**config.mk**
```make
export PLATFORM = sky130hd
export DESIGN_NAME = des_key_sched
export DESIGN_NICKNAME = d
export VERILOG_FILES = /design/src/rtl/des_pkg.sv /design/src/rtl/des_pc2.sv /design/src/rtl/des_key_sched.sv
export SDC_FILE = /design/constraint.sdc
export NUM_CORES = 1
export LEC_CHECK = 0
export ABC_AREA = 1
export CAP_MARGIN = 40
export CORE_ASPECT_RATIO = 0.5
export CORE_MARGIN = 2
export CORE_UTILIZATION = 45
export DETAILED_ROUTE_END_ITERATION = 12
export GPL_ROUTABILITY_DRIVEN = 0
export HOLD_SLACK_MARGIN = 0.08
export PLACE_DENSITY = 0.71
export SKIP_CTS_REPAIR_TIMING = 1
export SLEW_MARGIN = 25
export SYNTH_ARGS = -nofsm -noshare
export SYNTH_HDL_FRONTEND = slang
export SYNTH_SLANG_ARGS = --single-unit
```
**constraint.sdc**
```tcl
create_clock -name clk -period 5.29 [get_ports clk]
set_input_delay 1.3225 -clock clk [delete_from_list [all_inputs] [get_ports clk]]
set_output_delay 1.3225 -clock clk [all_outputs]
set_load 0.01 [all_outputs]
```
**src/rtl/des_pkg.sv**
```systemverilog
`default_nettype none
// ============================================================================
//  Module   : des_pkg
//  Brief    : DES key-schedule tables, state type and pass-plan helpers.
//  Revision : 1.0
// ============================================================================
package des_pkg;

  typedef enum logic [0:0] {
    ST_IDLE = 1'b0,
    ST_EMIT = 1'b1
  } state_e;

  // Table entries use DES numbering: bit 1 is the MSB of the source word.
  localparam byte unsigned C_PC1 [56] = '{
    8'd57, 8'd49, 8'd41, 8'd33, 8'd25, 8'd17, 8'd9,  8'd1,  8'd58, 8'd50,
    8'd42, 8'd34, 8'd26, 8'd18, 8'd10, 8'd2,  8'd59, 8'd51, 8'd43, 8'd35,
    8'd27, 8'd19, 8'd11, 8'd3,  8'd60, 8'd52, 8'd44, 8'd36,
    8'd63, 8'd55, 8'd47, 8'd39, 8'd31, 8'd23, 8'd15, 8'd7,  8'd62, 8'd54,
    8'd46, 8'd38, 8'd30, 8'd22, 8'd14, 8'd6,  8'd61, 8'd53, 8'd45, 8'd37,
    8'd29, 8'd21, 8'd13, 8'd5,  8'd28, 8'd20, 8'd12, 8'd4
  };

  localparam byte unsigned C_PC2 [48] = '{
    8'd14, 8'd17, 8'd11, 8'd24, 8'd1,  8'd5,  8'd3,  8'd28, 8'd15, 8'd6,
    8'd21, 8'd10, 8'd23, 8'd19, 8'd12, 8'd4,  8'd26, 8'd8,  8'd16, 8'd7,
    8'd27, 8'd20, 8'd13, 8'd2,  8'd41, 8'd52, 8'd31, 8'd37, 8'd47, 8'd55,
    8'd30, 8'd40, 8'd51, 8'd45, 8'd33, 8'd48, 8'd44, 8'd49, 8'd39, 8'd56,
    8'd34, 8'd53, 8'd46, 8'd42, 8'd50, 8'd36, 8'd29, 8'd32
  };

  localparam logic [1:0] C_SHIFTS [16] = '{
    2'd1, 2'd1, 2'd2, 2'd2, 2'd2, 2'd2, 2'd2, 2'd2,
    2'd1, 2'd2, 2'd2, 2'd2, 2'd2, 2'd2, 2'd2, 2'd1
  };

  function automatic logic [55:0] pc1(input logic [63:0] key);
    logic [55:0] cd;
    cd = '0;
    for (int i = 0; i < 56; i++) begin
      cd[6'(55 - i)] = key[6'(64 - int'(C_PC1[i]))];
    end
    return cd;
  endfunction

  // Encrypt jobs walk keys 0,1,2; decrypt jobs walk 2,1,0. 2-key 3DES folds 2 onto 0.
  function automatic logic [1:0] pass_key_idx(input logic [1:0] pass, input logic dec,
                                               input int num_keys);
    logic [1:0] idx;
    idx = dec ? (2'd2 - pass) : pass;
    if (num_keys == 1) begin
      idx = 2'd0;
    end else if (num_keys == 2 && idx == 2'd2) begin
      idx = 2'd0;
    end
    return idx;
  endfunction

  function automatic logic [27:0] rotl28(input logic [27:0] x, input logic [1:0] s);
    case (s)
      2'd1:    rotl28 = {x[26:0], x[27]};
      2'd2:    rotl28 = {x[25:0], x[27:26]};
      default: rotl28 = x;
    endcase
  endfunction

  function automatic logic [27:0] rotr28(input logic [27:0] x, input logic [1:0] s);
    case (s)
      2'd1:    rotr28 = {x[0], x[27:1]};
      2'd2:    rotr28 = {x[1:0], x[27:2]};
      default: rotr28 = x;
    endcase
  endfunction

  function automatic logic [55:0] rotl_cd(input logic [55:0] cd, input logic [1:0] s);
    return {rotl28(cd[55:28], s), rotl28(cd[27:0], s)};
  endfunction

  function automatic logic [55:0] rotr_cd(input logic [55:0] cd, input logic [1:0] s);
    return {rotr28(cd[55:28], s), rotr28(cd[27:0], s)};
  endfunction

endpackage
`default_nettype wire

```
**src/rtl/des_pc2.sv**
```systemverilog
`default_nettype none
// ============================================================================
//  Module   : des_pc2
//  Brief    : Combinational PC-2 compression of a 56-bit CD word to 48 bits.
//  Revision : 1.0
// ============================================================================
module des_pc2
  import des_pkg::*;
(
  input  logic [55:0] i_cd,
  output logic [47:0] o_rk
);

  for (genvar i = 0; i < 48; i++) begin : g_bit
    assign o_rk[47-i] = i_cd[56 - int'(C_PC2[i])];
  end

endmodule
`default_nettype wire

```
**src/rtl/des_key_sched.sv**
```systemverilog
`default_nettype none
// ============================================================================
//  Module   : des_key_sched
//  Brief    : Sequential DES/3DES key schedule streaming 48-bit round keys.
//  Revision : 1.0
// ============================================================================
module des_key_sched
  import des_pkg::*;
#(
  parameter int NUM_KEYS = 1
) (
  input  logic                  clk,
  input  logic                  rst,
  input  logic                  key_valid,
  output logic                  key_ready,
  input  logic [64*NUM_KEYS-1:0] key_in,
  input  logic                  key_dec,
  output logic                  rk_valid,
  input  logic                  rk_ready,
  output logic [47:0]           rk_data,
  output logic [3:0]            rk_round,
  output logic [1:0]            rk_pass,
  output logic                  rk_pass_dec,
  output logic                  rk_last,
  output logic                  busy
);

  localparam int         NUM_PASSES  = (NUM_KEYS == 1) ? 1 : 3;
  localparam logic [1:0] C_LAST_PASS = 2'(NUM_PASSES - 1);

  state_e                  r_state;
  state_e                  w_state_nxt;
  logic [64*NUM_KEYS-1:0]  r_keys;
  logic                    r_job_dec;
  logic                    r_pass_dec;
  logic [1:0]              r_pass;
  logic [3:0]              r_round;
  logic [55:0]             r_cd;

  logic                    w_accept;
  logic                    w_hs;
  logic                    w_round_last;
  logic                    w_last;
  logic [1:0]              w_shift;
  logic [55:0]             w_cd_rot;
  logic [55:0]             w_cd_pc2;
  logic [47:0]             w_rk;
  logic [1:0]              w_first_idx;
  logic [1:0]              w_next_idx;
  logic [63:0]             w_first_key;
  logic [63:0]             w_next_key;

  always_ff @(posedge clk) begin
    if (rst) begin
      r_state <= ST_IDLE;
    end else begin
      r_state <= w_state_nxt;
    end
  end

  always_comb begin
    w_state_nxt = r_state;
    key_ready   = 1'b0;
    rk_valid    = 1'b0;
    busy        = 1'b0;
    case (r_state)
      ST_IDLE: begin
        key_ready = 1'b1;
        if (key_valid) w_state_nxt = ST_EMIT;
      end
      ST_EMIT: begin
        rk_valid = 1'b1;
        busy     = 1'b1;
        if (rk_ready && w_last) w_state_nxt = ST_IDLE;
      end
      default: w_state_nxt = ST_IDLE;
    endcase
  end

  assign w_accept     = key_ready && key_valid;
  assign w_hs         = rk_valid && rk_ready;
  assign w_shift      = C_SHIFTS[r_round];
  assign w_cd_rot     = rotl_cd(r_cd, w_shift);
  // Decrypt passes emit straight from CD; rotation back happens on handshake.
  assign w_cd_pc2     = r_pass_dec ? r_cd : w_cd_rot;
  assign w_round_last = r_pass_dec ? (r_round == 4'd0) : (r_round == 4'd15);
  assign w_last       = w_round_last && (r_pass == C_LAST_PASS);
  assign w_first_idx  = pass_key_idx(2'd0, key_dec, NUM_KEYS);
  assign w_next_idx   = pass_key_idx(r_pass + 2'd1, r_job_dec, NUM_KEYS);

  always_comb begin
    w_first_key = '0;
    w_next_key  = '0;
    for (int k = 0; k < NUM_KEYS; k++) begin
      if (2'(k) == w_first_idx) w_first_key = key_in[64*k +: 64];
      if (2'(k) == w_next_idx)  w_next_key  = r_keys[64*k +: 64];
    end
  end

  des_pc2 u_pc2 (
    .i_cd (w_cd_pc2),
    .o_rk (w_rk)
  );

  always_ff @(posedge clk) begin
    if (rst) begin
      r_keys     <= '0;
      r_job_dec  <= 1'b0;
      r_pass_dec <= 1'b0;
      r_pass     <= 2'd0;
      r_round    <= 4'd0;
      r_cd       <= '0;
    end else if (w_accept) begin
      r_keys     <= key_in;
      r_job_dec  <= key_dec;
      r_pass_dec <= key_dec;
      r_pass     <= 2'd0;
      r_round    <= key_dec ? 4'd15 : 4'd0;
      r_cd       <= pc1(w_first_key);
    end else if (w_hs && !w_last) begin
      if (w_round_last) begin
        // Next pass runs the opposite direction, so it starts at the other end.
        r_pass     <= r_pass + 2'd1;
        r_pass_dec <= ~r_pass_dec;
        r_round    <= r_pass_dec ? 4'd0 : 4'd15;
        r_cd       <= pc1(w_next_key);
      end else if (r_pass_dec) begin
        r_cd    <= rotr_cd(r_cd, w_shift);
        r_round <= r_round - 4'd1;
      end else begin
        r_cd    <= w_cd_rot;
        r_round <= r_round + 4'd1;
      end
    end
  end

  assign rk_data     = rk_valid ? w_rk : 48'd0;
  assign rk_last     = rk_valid && w_last;
  assign rk_round    = r_round;
  assign rk_pass     = r_pass;
  assign rk_pass_dec = r_pass_dec;

endmodule
`default_nettype wire

```
==> reports/qor.txt, run 1 <==
hpwl dp: 11.39 mm
max incr delay on CP: 580 ps
Syn Nets: 1111
Worst-path clk slew: 70 ps
io pins: 128
setup TNS: 0 ps
Hold WC Path Type: flip-flop to flip-flop
vias: 6817
Num CTS Buffers: 9
die height: 85.41 um
Setup Skew: 10.42 ps
outcome: finished clean
layout cells sized above 1: 4.579%
Net Sw Power: 0.7697 mW
die width: 166.8 um
final setup fails: 0
initial antenna violation count: 0
IR drop worst, VDD: 0.1528 mV
Worst setup SP type: flip-flop
Avg WL per Cell: 14.65 um
fin crit share: 81.78%
vias per cell: 5.498
WS Path Type: flip-flop to output pin
critical path data arrival time: 3000 ps
# diodes: 0
antenna-violating nets left: 0
RSZ-0062 raised after global routing: false
layout net count: 1138
register bit total from synthesis: 80
Leak Pwr: 3.228 nW
Yosys warnings: 0
Sw Ratio: 37.59%
clock share of power: 32.6%
post-synthesis cell type count: 28
crit path max fanout: 41
first-pass GRT wire length: 29.79 mm
Slew HR: 46.13%
worst hold slack: 474.4 ps
worst-margin pin slew: 805.2 ps
number of global-route vias before repair: 6029
Routed WL: 18.17 mm
Starting Density: 46.57%
min Tclk post-route: 4326 ps
first drt pass iteration count: 6
CP Capture Type: output pin
Die ar.: 14250 um2
max cap viols: 0
GRT Overall Usage: 25.29%
clock sink total: 80
final hold viol count: 0
H-Tree Depth: 3
CTS tree: yes
worst-path cell chain: nand2_1, nand2_2, nand2_2, buf_4, nand2_1, nand3_1, a21oi_1, clkdlybuf4s50_1
Flop pwr share: 32.6%
Synth-to-Final Area Change: 18.17%
total congestion overflow: 0
Row Count: 29
DR DRC count: 0
Post-Syn Area: 5964 um2
Slew Limit Fails: 0
Clk Latency, worst-skew pair: 350 ps
Critical Path RT: 3970 ps
final core utilization: 55.03%
CTS Root Cell: clkbuf_16
internal power: 1.278 mW
Fmax: 0.2311 GHz
r2r setup slk: 2730 ps
power density over the cells: 290.5 nW/um2
Initial DRC Count: 802
Mapped Cells: 1038
sequential cell area fraction in the yosys report: 26.85%
PortBufs: 79
clk buf depth: 2
largest net degree at the start of global routing: 79
Logic pwr share: 34.8%
Avg Cell Area, Syn: 5.746 um2
Core Area: 12810 um2
CP max-delay cell: clkdlybuf4s50_1
-- power by group through the flow --
stage / Sequential, mW / Clock [mW] / Combinational (mW)
6_report: 0.667 / 0.667 / 0.713
5_1_grt: 0.671 / 0.698 / 0.794
4_1_cts: 0.666 / 0.673 / 0.694
3_5_place_dp: 0.679 / 0 / 0.689
3_3_place_gp: 0.678 / 0 / 0.683
2_1_floorplan: 0.673 / 0 / 0.509
-- layout make-up --
| class | count | area [um2] |
|---|---|---|
| Fill cell | 1325 | 5761 |
| Multi-Input combinational cell | 770 | 3565 |
| Sequential cell | 80 | 1603 |
| Timing Repair Buffer | 94 | 943.4 |
| Inverter | 110 | 412.9 |
| Clock buffer | 10 | 239.0 |
| Tap cell | 170 | 212.7 |
| Clock inverter | 6 | 72.57 |
-- cell usage in the layout, fill, tap and decap left out, types with 5 or more instances in the layout --
master	synthesis	layout
clkdlybuf4s50_1	0	79
a21boi_0	23	23
a21oi_1	69	69
nor2_1	156	156
inv_2	8	8
buf_4	10	12
nand2_1	287	287
o22ai_1	16	16
o211ai_1	34	34
clkbuf_16	0	9
nand2_2	5	5
inv_1	102	102
dfxtp_1	80	79
nand3_1	154	154
o21ai_0	8	8
-- worst paths after layout --
kind	from	end	depth (start not counted)
setup / recovery	rk_round[1]	rk_data[27]	8
hold / removal	r_keys[1]	r_keys[1]	2
setup reg to reg	r_state	flip-flop	9
hold reg to reg	r_keys[1]	r_keys[1]	2
-- logic make-up after synthesis --
group | Yosys count | synth area share [%]
flops | 80 | 26.85
buf+inv | 188 | 13.51
simple gates | 611 | 42.69
fa+ha+maj | 4 | 0.9650
xor+xnor | 3 | 0.4406
compound gates | 152 | 15.54
-- synthesized netlist by cell type, drive strengths merged --
cell / instances / area, um2
inv: 110 / 412.9
o211ai: 34 / 255.2
nand3b: 4 / 30.03
buf: 53 / 299.0
fa: 1 / 20.02
xor2: 2 / 17.52
a21boi: 23 / 172.7
o21ai: 10 / 53.80
ha: 3 / 37.54
a21oi: 69 / 345.3
nand3: 156 / 798.3
clkbuf: 25 / 93.84
dfxtp: 80 / 1602
nand2: 293 / 1120
xnor2: 1 / 8.760
nand4: 2 / 12.51
o22ai: 16 / 100.1
nor2: 156 / 585.6
-- state kept, by name, summed over array words and instances, names as in the netlist, named ones only --
signal       cells
rk_pass          2
rk_round         4
r_state          1
r_keys          16
r_cd            54
rk_pass_dec      1
-- per-stage QoR --
stage / setup slack (ps) / cells / instance area [um2] / power [mW]
finish: 963.7 / 1240 / 7048 / 2.048
global route: 754.8 / 1240 / 7048 / 2.162
CTS: 1008 / 1237 / 6985 / 2.032
detailed placement: 1391 / 1221 / 6674 / 1.368
global placement: 1403 / 1221 / 6674 / 1.361
floorplan: 2544 / 1038 / 5964 / 1.182
-- worst max-delay path: cells and delay by family, from the launching register on --
| family | cells | cell delay, ps |
|---|---|---|
| DFF | 1 | 490 |
| buffers and inverters | 2 | 990 |
| and+or+nand+nor | 5 | 910 |
| AOI/OAI and AO/OA | 1 | 240 |
-- layer usage --
metal	share of wire (%)	track usage (%)
met1	46	36.18
met2	43	39.07
met3	9.3	5.550
met4	0.98	5.643
met5	0	0
Power figures use the tool's default switching activity.
==> inputs of run 2 (changes only) <==
- PLACE_DENSITY: 0.71 -> 0.74
- clock period: 5.29 -> 3.7 ns (I/O delays scaled with it)
==> reports/qor.txt, run 2 (synthesized netlist as in run 1, its figures left out) <==
worst-margin pin slew: 823.4 ps (+18.22 ps)
fin area: 7034 um2 (-0.20%)
WS Path Type: flip-flop to output pin
Row Count: 29 (unchanged)
CP Capture Type: output pin
Non-Filler Instances: 1240 (unchanged)
Synth-to-Final Area Change: 17.94%
Routed WL: 17.78 mm (-2.2%)
r2r setup slk: 1240 ps (-1490 ps)
commonest non-fill, non-tap cells in the layout: 287 x nand2_1, 156 x nor2_1, 154 x nand3_1
CTS Root Cell: clkbuf_16
crit path max fanout: 59 (+44%)
Num CTS Buffers: 9 (unchanged)
Worst-path clk slew: 70 ps (about the same)
layout net count: 1138 (unchanged)
max cap viols: 0 (unchanged)
first-pass GRT wire length: 29.37 mm (-1.4%)
largest net degree at the start of global routing: 90 (+14%)
final setup fails: 0 (unchanged)
Reg2Reg Launch Point: rk_round[1]
startpoint of the worst hold path: r_keys[17]
hold path endpoint: r_keys[17]
Hold WC Path Type: flip-flop to flip-flop
Core Area: 12810 um2 (unchanged)
Leak Pwr: 3.211 nW (-0.53%)
power density over the cells: 410.8 nW/um2 (+41%)
clk buf depth: 2 (unchanged)
vias per cell: 5.518 (+0.37%)
total congestion overflow: 0 (unchanged)
min Tclk post-route: 3519 ps
Setup Skew: 5.288 ps (-5.134 ps)
fin crit share: 95.12%
Starting Density: 46.57% (unchanged)
worst-path cell chain: nand2_1, nand2_2, clkbuf_8, nand3_1, nand3_1, o211ai_1, inv_1, clkdlybuf4s50_1
CP most frequent cell: nand3_1
outcome: finished clean
Hold Crit Depth: 2 (unchanged)
critical path data arrival time: 2590 ps (-410 ps)
Reg with most FFs: r_cd
initial antenna violation count: 0 (unchanged)
Initial DRC Count: 880 (+9.7%)
Worst setup SP type: flip-flop
Critical Path RT: 2770 ps (-1200 ps)
max reg flops: 54 (unchanged)
CTS tree: yes
max incr delay on CP: 540 ps (-40 ps)
Slew Limit Fails: 0 (unchanged)
vias: 6842 (+0.37%)
clock sink total: 80 (unchanged)
PortBufs: 79 (unchanged)
die width: 166.8 um (unchanged)
r2r worst-path depth: 11 (+2)
Clk Latency, worst-skew pair: 340 ps (about the same)
Slew HR: 45.11% (-1.0 points)
Fmax: 0.2841 GHz
H-Tree Depth: 3 (unchanged)
IR drop worst, VDD: 0.2312 mV (+51%)
DR DRC count: 0 (unchanged)
io pins: 128 (unchanged)
Avg WL per Cell: 14.33 um (-2.2%)
setup TNS: 0 ps (unchanged)
commonest non-fill, non-tap cell in the layout: nand2_1
Die ar.: 14250 um2 (unchanged)
Cell Area, Placed: 6721 um2 (+0.71%)
first drt pass iteration count: 8 (+2)
placed cells: 1224 (+0.25%)
antenna-violating nets left: 0 (unchanged)
die height: 85.41 um (unchanged)
final hold viol count: 0 (unchanged)
worst hold slack: 472.3 ps (-2.137 ps)
CP max-delay cell: clkdlybuf4s50_1
GRT Overall Usage: 24.75% (-0.54 points)
layout cells sized above 1: 4.486% (-0.093 points)
# diodes: 0 (unchanged)
number of global-route vias before repair: 5943 (-1.4%)
hpwl dp: 11.36 mm (-0.28%)
[run 2: worst max-delay path: cells and delay by family, from the launching register on]
kind	cells	cell delay [ps]
buffers and inverters	3	990
flip-flops	1	500
AO/OA/AOI/OAI	1	130
AND/OR/NAND/NOR	4	600
[run 2: where the power goes]
group	switching, mW	internal, mW
clock network	0.391	0.526
registers	0.0450	0.911
logic	0.649	0.367
[run 2: how the worst max path moves through the flow]
stage,start,to,slack (ps),cells past startpoint
2_1_floorplan,rk_round[1],rk_data[19],1350,8
3_5_place_dp,rk_round[1],rk_data[13],420,8
4_1_cts,rk_round[1],rk_data[13],40,8
5_1_grt,rk_round[1],rk_data[34],-3,8
3_3_place_gp,rk_round[1],rk_data[13],450,8
6_report,rk_round[1],rk_data[2],180,8
[run 2: stage by stage]
step | worst slack (ps) | utilization [%] | power, mW
floorplan | 1352 | - | 1.689
global placement | 454.6 | 52.48 | 1.954
detailed placement | 422.1 | 52.48 | 1.962
CTS | 35.67 | 54.80 | 2.882
global route | -2.925 | 54.92 | 3.071
finish | 180.7 | 54.92 | 2.890
[run 2: area by class of cell]
| class | instances | area, um2 |
|---|---|---|
| clock buffer | 10 | 229.0 |
| clock inverter | 6 | 68.82 |
| fill | 1319 | 5774 |
| inverter | 110 | 412.9 |
| multi-input combinational | 770 | 3570 |
| sequential | 80 | 1603 |
| tap | 170 | 212.7 |
| timing repair buffer | 94 | 938.4 |
[run 2: layer usage]
layer | share of wire [%] | global-route usage, % | up-vias
li1 | - | - | 3391
met1 | 47 | 35.33 | 3098
met2 | 43 | 38.39 | 330
met3 | 8.7 | 4.944 | 23
met4 | 1.5 | 6.270 | 0
met5 | 0 | 0 | -
==> variant (flow settings as in run 1) <==
Add an input register stage for `key_valid`, `key_in` and `key_dec`, with the module's reset; this delays them by one clock. The other inputs are not delayed to match.
--- a/src/rtl/des_key_sched.sv
+++ b/src/rtl/des_key_sched.sv
@@ -28,4 +28,20 @@
   localparam int         NUM_PASSES  = (NUM_KEYS == 1) ? 1 : 3;
   localparam logic [1:0] C_LAST_PASS = 2'(NUM_PASSES - 1);
+
+  logic key_valid_q;
+  logic [64*NUM_KEYS-1:0] key_q;
+  logic key_dec_q;
+
+  always_ff @(posedge clk) begin
+    if (rst) begin
+      key_valid_q <= '0;
+      key_q       <= '0;
+      key_dec_q   <= '0;
+    end else begin
+      key_valid_q <= key_valid;
+      key_q       <= key_in;
+      key_dec_q   <= key_dec;
+    end
+  end
 
   state_e                  r_state;
@@ -67,5 +83,5 @@
       ST_IDLE: begin
         key_ready = 1'b1;
-        if (key_valid) w_state_nxt = ST_EMIT;
+        if (key_valid_q) w_state_nxt = ST_EMIT;
       end
       ST_EMIT: begin
@@ -78,5 +94,5 @@
   end
 
-  assign w_accept     = key_ready && key_valid;
+  assign w_accept     = key_ready && key_valid_q;
   assign w_hs         = rk_valid && rk_ready;
   assign w_shift      = C_SHIFTS[r_round];
@@ -86,5 +102,5 @@
   assign w_round_last = r_pass_dec ? (r_round == 4'd0) : (r_round == 4'd15);
   assign w_last       = w_round_last && (r_pass == C_LAST_PASS);
-  assign w_first_idx  = pass_key_idx(2'd0, key_dec, NUM_KEYS);
+  assign w_first_idx  = pass_key_idx(2'd0, key_dec_q, NUM_KEYS);
   assign w_next_idx   = pass_key_idx(r_pass + 2'd1, r_job_dec, NUM_KEYS);
 
@@ -93,5 +109,5 @@
     w_next_key  = '0;
     for (int k = 0; k < NUM_KEYS; k++) begin
-      if (2'(k) == w_first_idx) w_first_key = key_in[64*k +: 64];
+      if (2'(k) == w_first_idx) w_first_key = key_q[64*k +: 64];
       if (2'(k) == w_next_idx)  w_next_key  = r_keys[64*k +: 64];
     end
@@ -112,9 +128,9 @@
       r_cd       <= '0;
     end else if (w_accept) begin
-      r_keys     <= key_in;
-      r_job_dec  <= key_dec;
-      r_pass_dec <= key_dec;
+      r_keys     <= key_q;
+      r_job_dec  <= key_dec_q;
+      r_pass_dec <= key_dec_q;
       r_pass     <= 2'd0;
-      r_round    <= key_dec ? 4'd15 : 4'd0;
+      r_round    <= key_dec_q ? 4'd15 : 4'd0;
       r_cd       <= pc1(w_first_key);
     end else if (w_hs && !w_last) begin
Formal check against the unedited RTL: not equivalent (Yosys sat finds a counterexample within 4 cycles, from zero or initial values and one cycle with rst high).
==> variant against run 1 <==
- core utilization about the same
- hold slack worse by 0.0026 ns
- total power down 9.0%
- non-clock buffer count down 3
- design area about the same
- routed wire length down 9.7%
- synthesized area up 0.36%
- count of clock-buffer cells in the layout down 1
- sequential cell count up 18
- setup slack better by 0.18 ns
- register-to-register slack worse by 0.39 ns
- clock power down 6.7%
- critical path type unchanged
- largest cell class unchanged
- largest power group is now sequential cells
==> variant: results (changes against run 1) <==
<table>
<tr><th>Metric</th><th>Value</th></tr>
<tr><th colspan="2">Run status</th></tr>
<tr><td>Status</td><td>completed (unchanged)</td></tr>
<tr><th colspan="2">GRT</th></tr>
<tr><td>Largest net degree at the start of global routing</td><td>80 (was 79)</td></tr>
<tr><td>Vias in the first global route</td><td>5538 (was 6029)</td></tr>
<tr><td>Overall Global Routing Usage</td><td>22.43% (was 25.29%)</td></tr>
<tr><th colspan="2">Setup path</th></tr>
<tr><td>Reg-to-reg startpoint</td><td>rk_pass_dec$_SDFFE_PP0P_ (was r_state$_SDFF_PP0_)</td></tr>
<tr><td>Slack of the worst reg-to-reg path</td><td>2.34 ns (was 2.73 ns)</td></tr>
<tr><td>Data arrival time of the critical path</td><td>2.82 ns (was 3.00 ns)</td></tr>
<tr><th colspan="2">Placement</th></tr>
<tr><td>HPWL Detailed</td><td>10.71 mm (was 11.39 mm)</td></tr>
<tr><td>Place WS</td><td>1.579 ns (was 1.391 ns)</td></tr>
<tr><th colspan="2">STA</th></tr>
<tr><td>Setup clock skew after layout</td><td>0.008074 ns (was 0.01042 ns)</td></tr>
<tr><td>Least setup slack across all paths after layout</td><td>1.143 ns (was 0.9637 ns)</td></tr>
<tr><th colspan="2">Drt</th></tr>
<tr><td>Via density per instance</td><td>5.440 (was 5.498)</td></tr>
<tr><td>Drt pass-1 iters</td><td>5 (was 6)</td></tr>
<tr><td>Starting DRT DRC Count</td><td>785 (was 802)</td></tr>
<tr><th colspan="2">Pwr</th></tr>
<tr><td>Leak pwr</td><td>3.149 nW (was 3.228 nW)</td></tr>
<tr><td>Switching part of the total</td><td>32.93% (was 37.59%)</td></tr>
<tr><th colspan="2">Min path</th></tr>
<tr><td>Hold Path End</td><td>r_keys[18]$_SDFFE_PP0P_ (was r_keys[1]$_SDFFE_PP0P_)</td></tr>
<tr><td>Hold path start</td><td>r_keys[18]$_SDFFE_PP0P_ (was r_keys[1]$_SDFFE_PP0P_)</td></tr>
<tr><th colspan="2">Yosys</th></tr>
<tr><td>Post-synthesis compound-gate area fraction</td><td>17.83% (was 15.54%)</td></tr>
<tr><th colspan="2">Final layout</th></tr>
<tr><td>Post-layout nets</td><td>1078 (was 1138)</td></tr>
</table>
variant: cell type report:
cell class	instances	area (sq um)
clock buffers	9	225.2
clock inverters	6	48.80
fillers	1333	5766
inverters	128	485.5
multi-input cells	677	3199
flip-flops and latches	98	1963
well taps	170	212.7
repair buffers	91	908.4
variant: power by group through the flow:
stage,Sequential [mW],Combinational [mW],Clock (mW)
after floorplan,0.804,0.324,0
after global placement,0.811,0.432,0
after detailed placement,0.812,0.437,0
after CTS,0.795,0.439,0.635
after global routing,0.799,0.496,0.663
final,0.796,0.445,0.622
variant: metrics by stage:
| step | util, % | hold slack [ns] | instances |
|---|---|---|---|
| 3_3_place_gp | 52.67 | 0.4534 | 1162 |
| 2_1_floorplan | - | 0.4449 | 970 |
| 5_1_grt | 54.99 | 0.4988 | 1179 |
| 4_1_cts | 54.90 | 0.4717 | 1178 |
| 3_5_place_dp | 52.76 | 0.4601 | 1163 |
| 6_report | 54.99 | 0.4718 | 1179 |
variant: worst max path at each step:
stage | start | depth (start not counted) | endpoint
5_1_grt | rk_round[0]$_SDFFE_PP0P_ | 10 | rk_data[2]
2_1_floorplan | rk_pass_dec$_SDFFE_PP0P_ | 5 | rk_data[0]
3_5_place_dp | rk_round[0]$_SDFFE_PP0P_ | 10 | rk_data[4]
6_report | rk_round[0]$_SDFFE_PP0P_ | 10 | rk_data[2]
4_1_cts | rk_round[0]$_SDFFE_PP0P_ | 10 | rk_data[4]
3_3_place_gp | rk_round[0]$_SDFFE_PP0P_ | 10 | rk_data[4]
variant: critical path, cell delays in order, from the launching register on:
cell and delay [ns]:
sky130_fd_sc_hd__dfxtp_1 0.50, sky130_fd_sc_hd__nand2_2 0.12, sky130_fd_sc_hd__o21ai_2 0.09, sky130_fd_sc_hd__nand2_2 0.19, sky130_fd_sc_hd__buf_12 0.25, sky130_fd_sc_hd__inv_2 0.29, sky130_fd_sc_hd__nand2_1 0.13, sky130_fd_sc_hd__nand3_1 0.12
sky130_fd_sc_hd__o211ai_1 0.14, sky130_fd_sc_hd__inv_1 0.09, sky130_fd_sc_hd__clkdlybuf4s50_1 0.53
variant: kinds of logic after synthesis:
| kind of cell | count (synthesis) |
|---|---|
| XOR/XNOR | 2 |
| flip-flops | 98 |
| AO/OA/AOI/OAI | 190 |
| AND/OR/NAND/NOR | 481 |
| buffers and inverters | 195 |
| adder cells (fa/ha/maj) | 4 |
variant: layer usage:
| layer | share of wire (%) | global-route usage, % | wire (um) |
|---|---|---|---|
| met5 | 0 | 0 | 0 |
| met4 | 1.3 | 7.602 | 218 |
| met3 | 7.5 | 4.061 | 1235 |
| met2 | 43 | 33.93 | 7037 |
| met1 | 48 | 32.33 | 7910 |
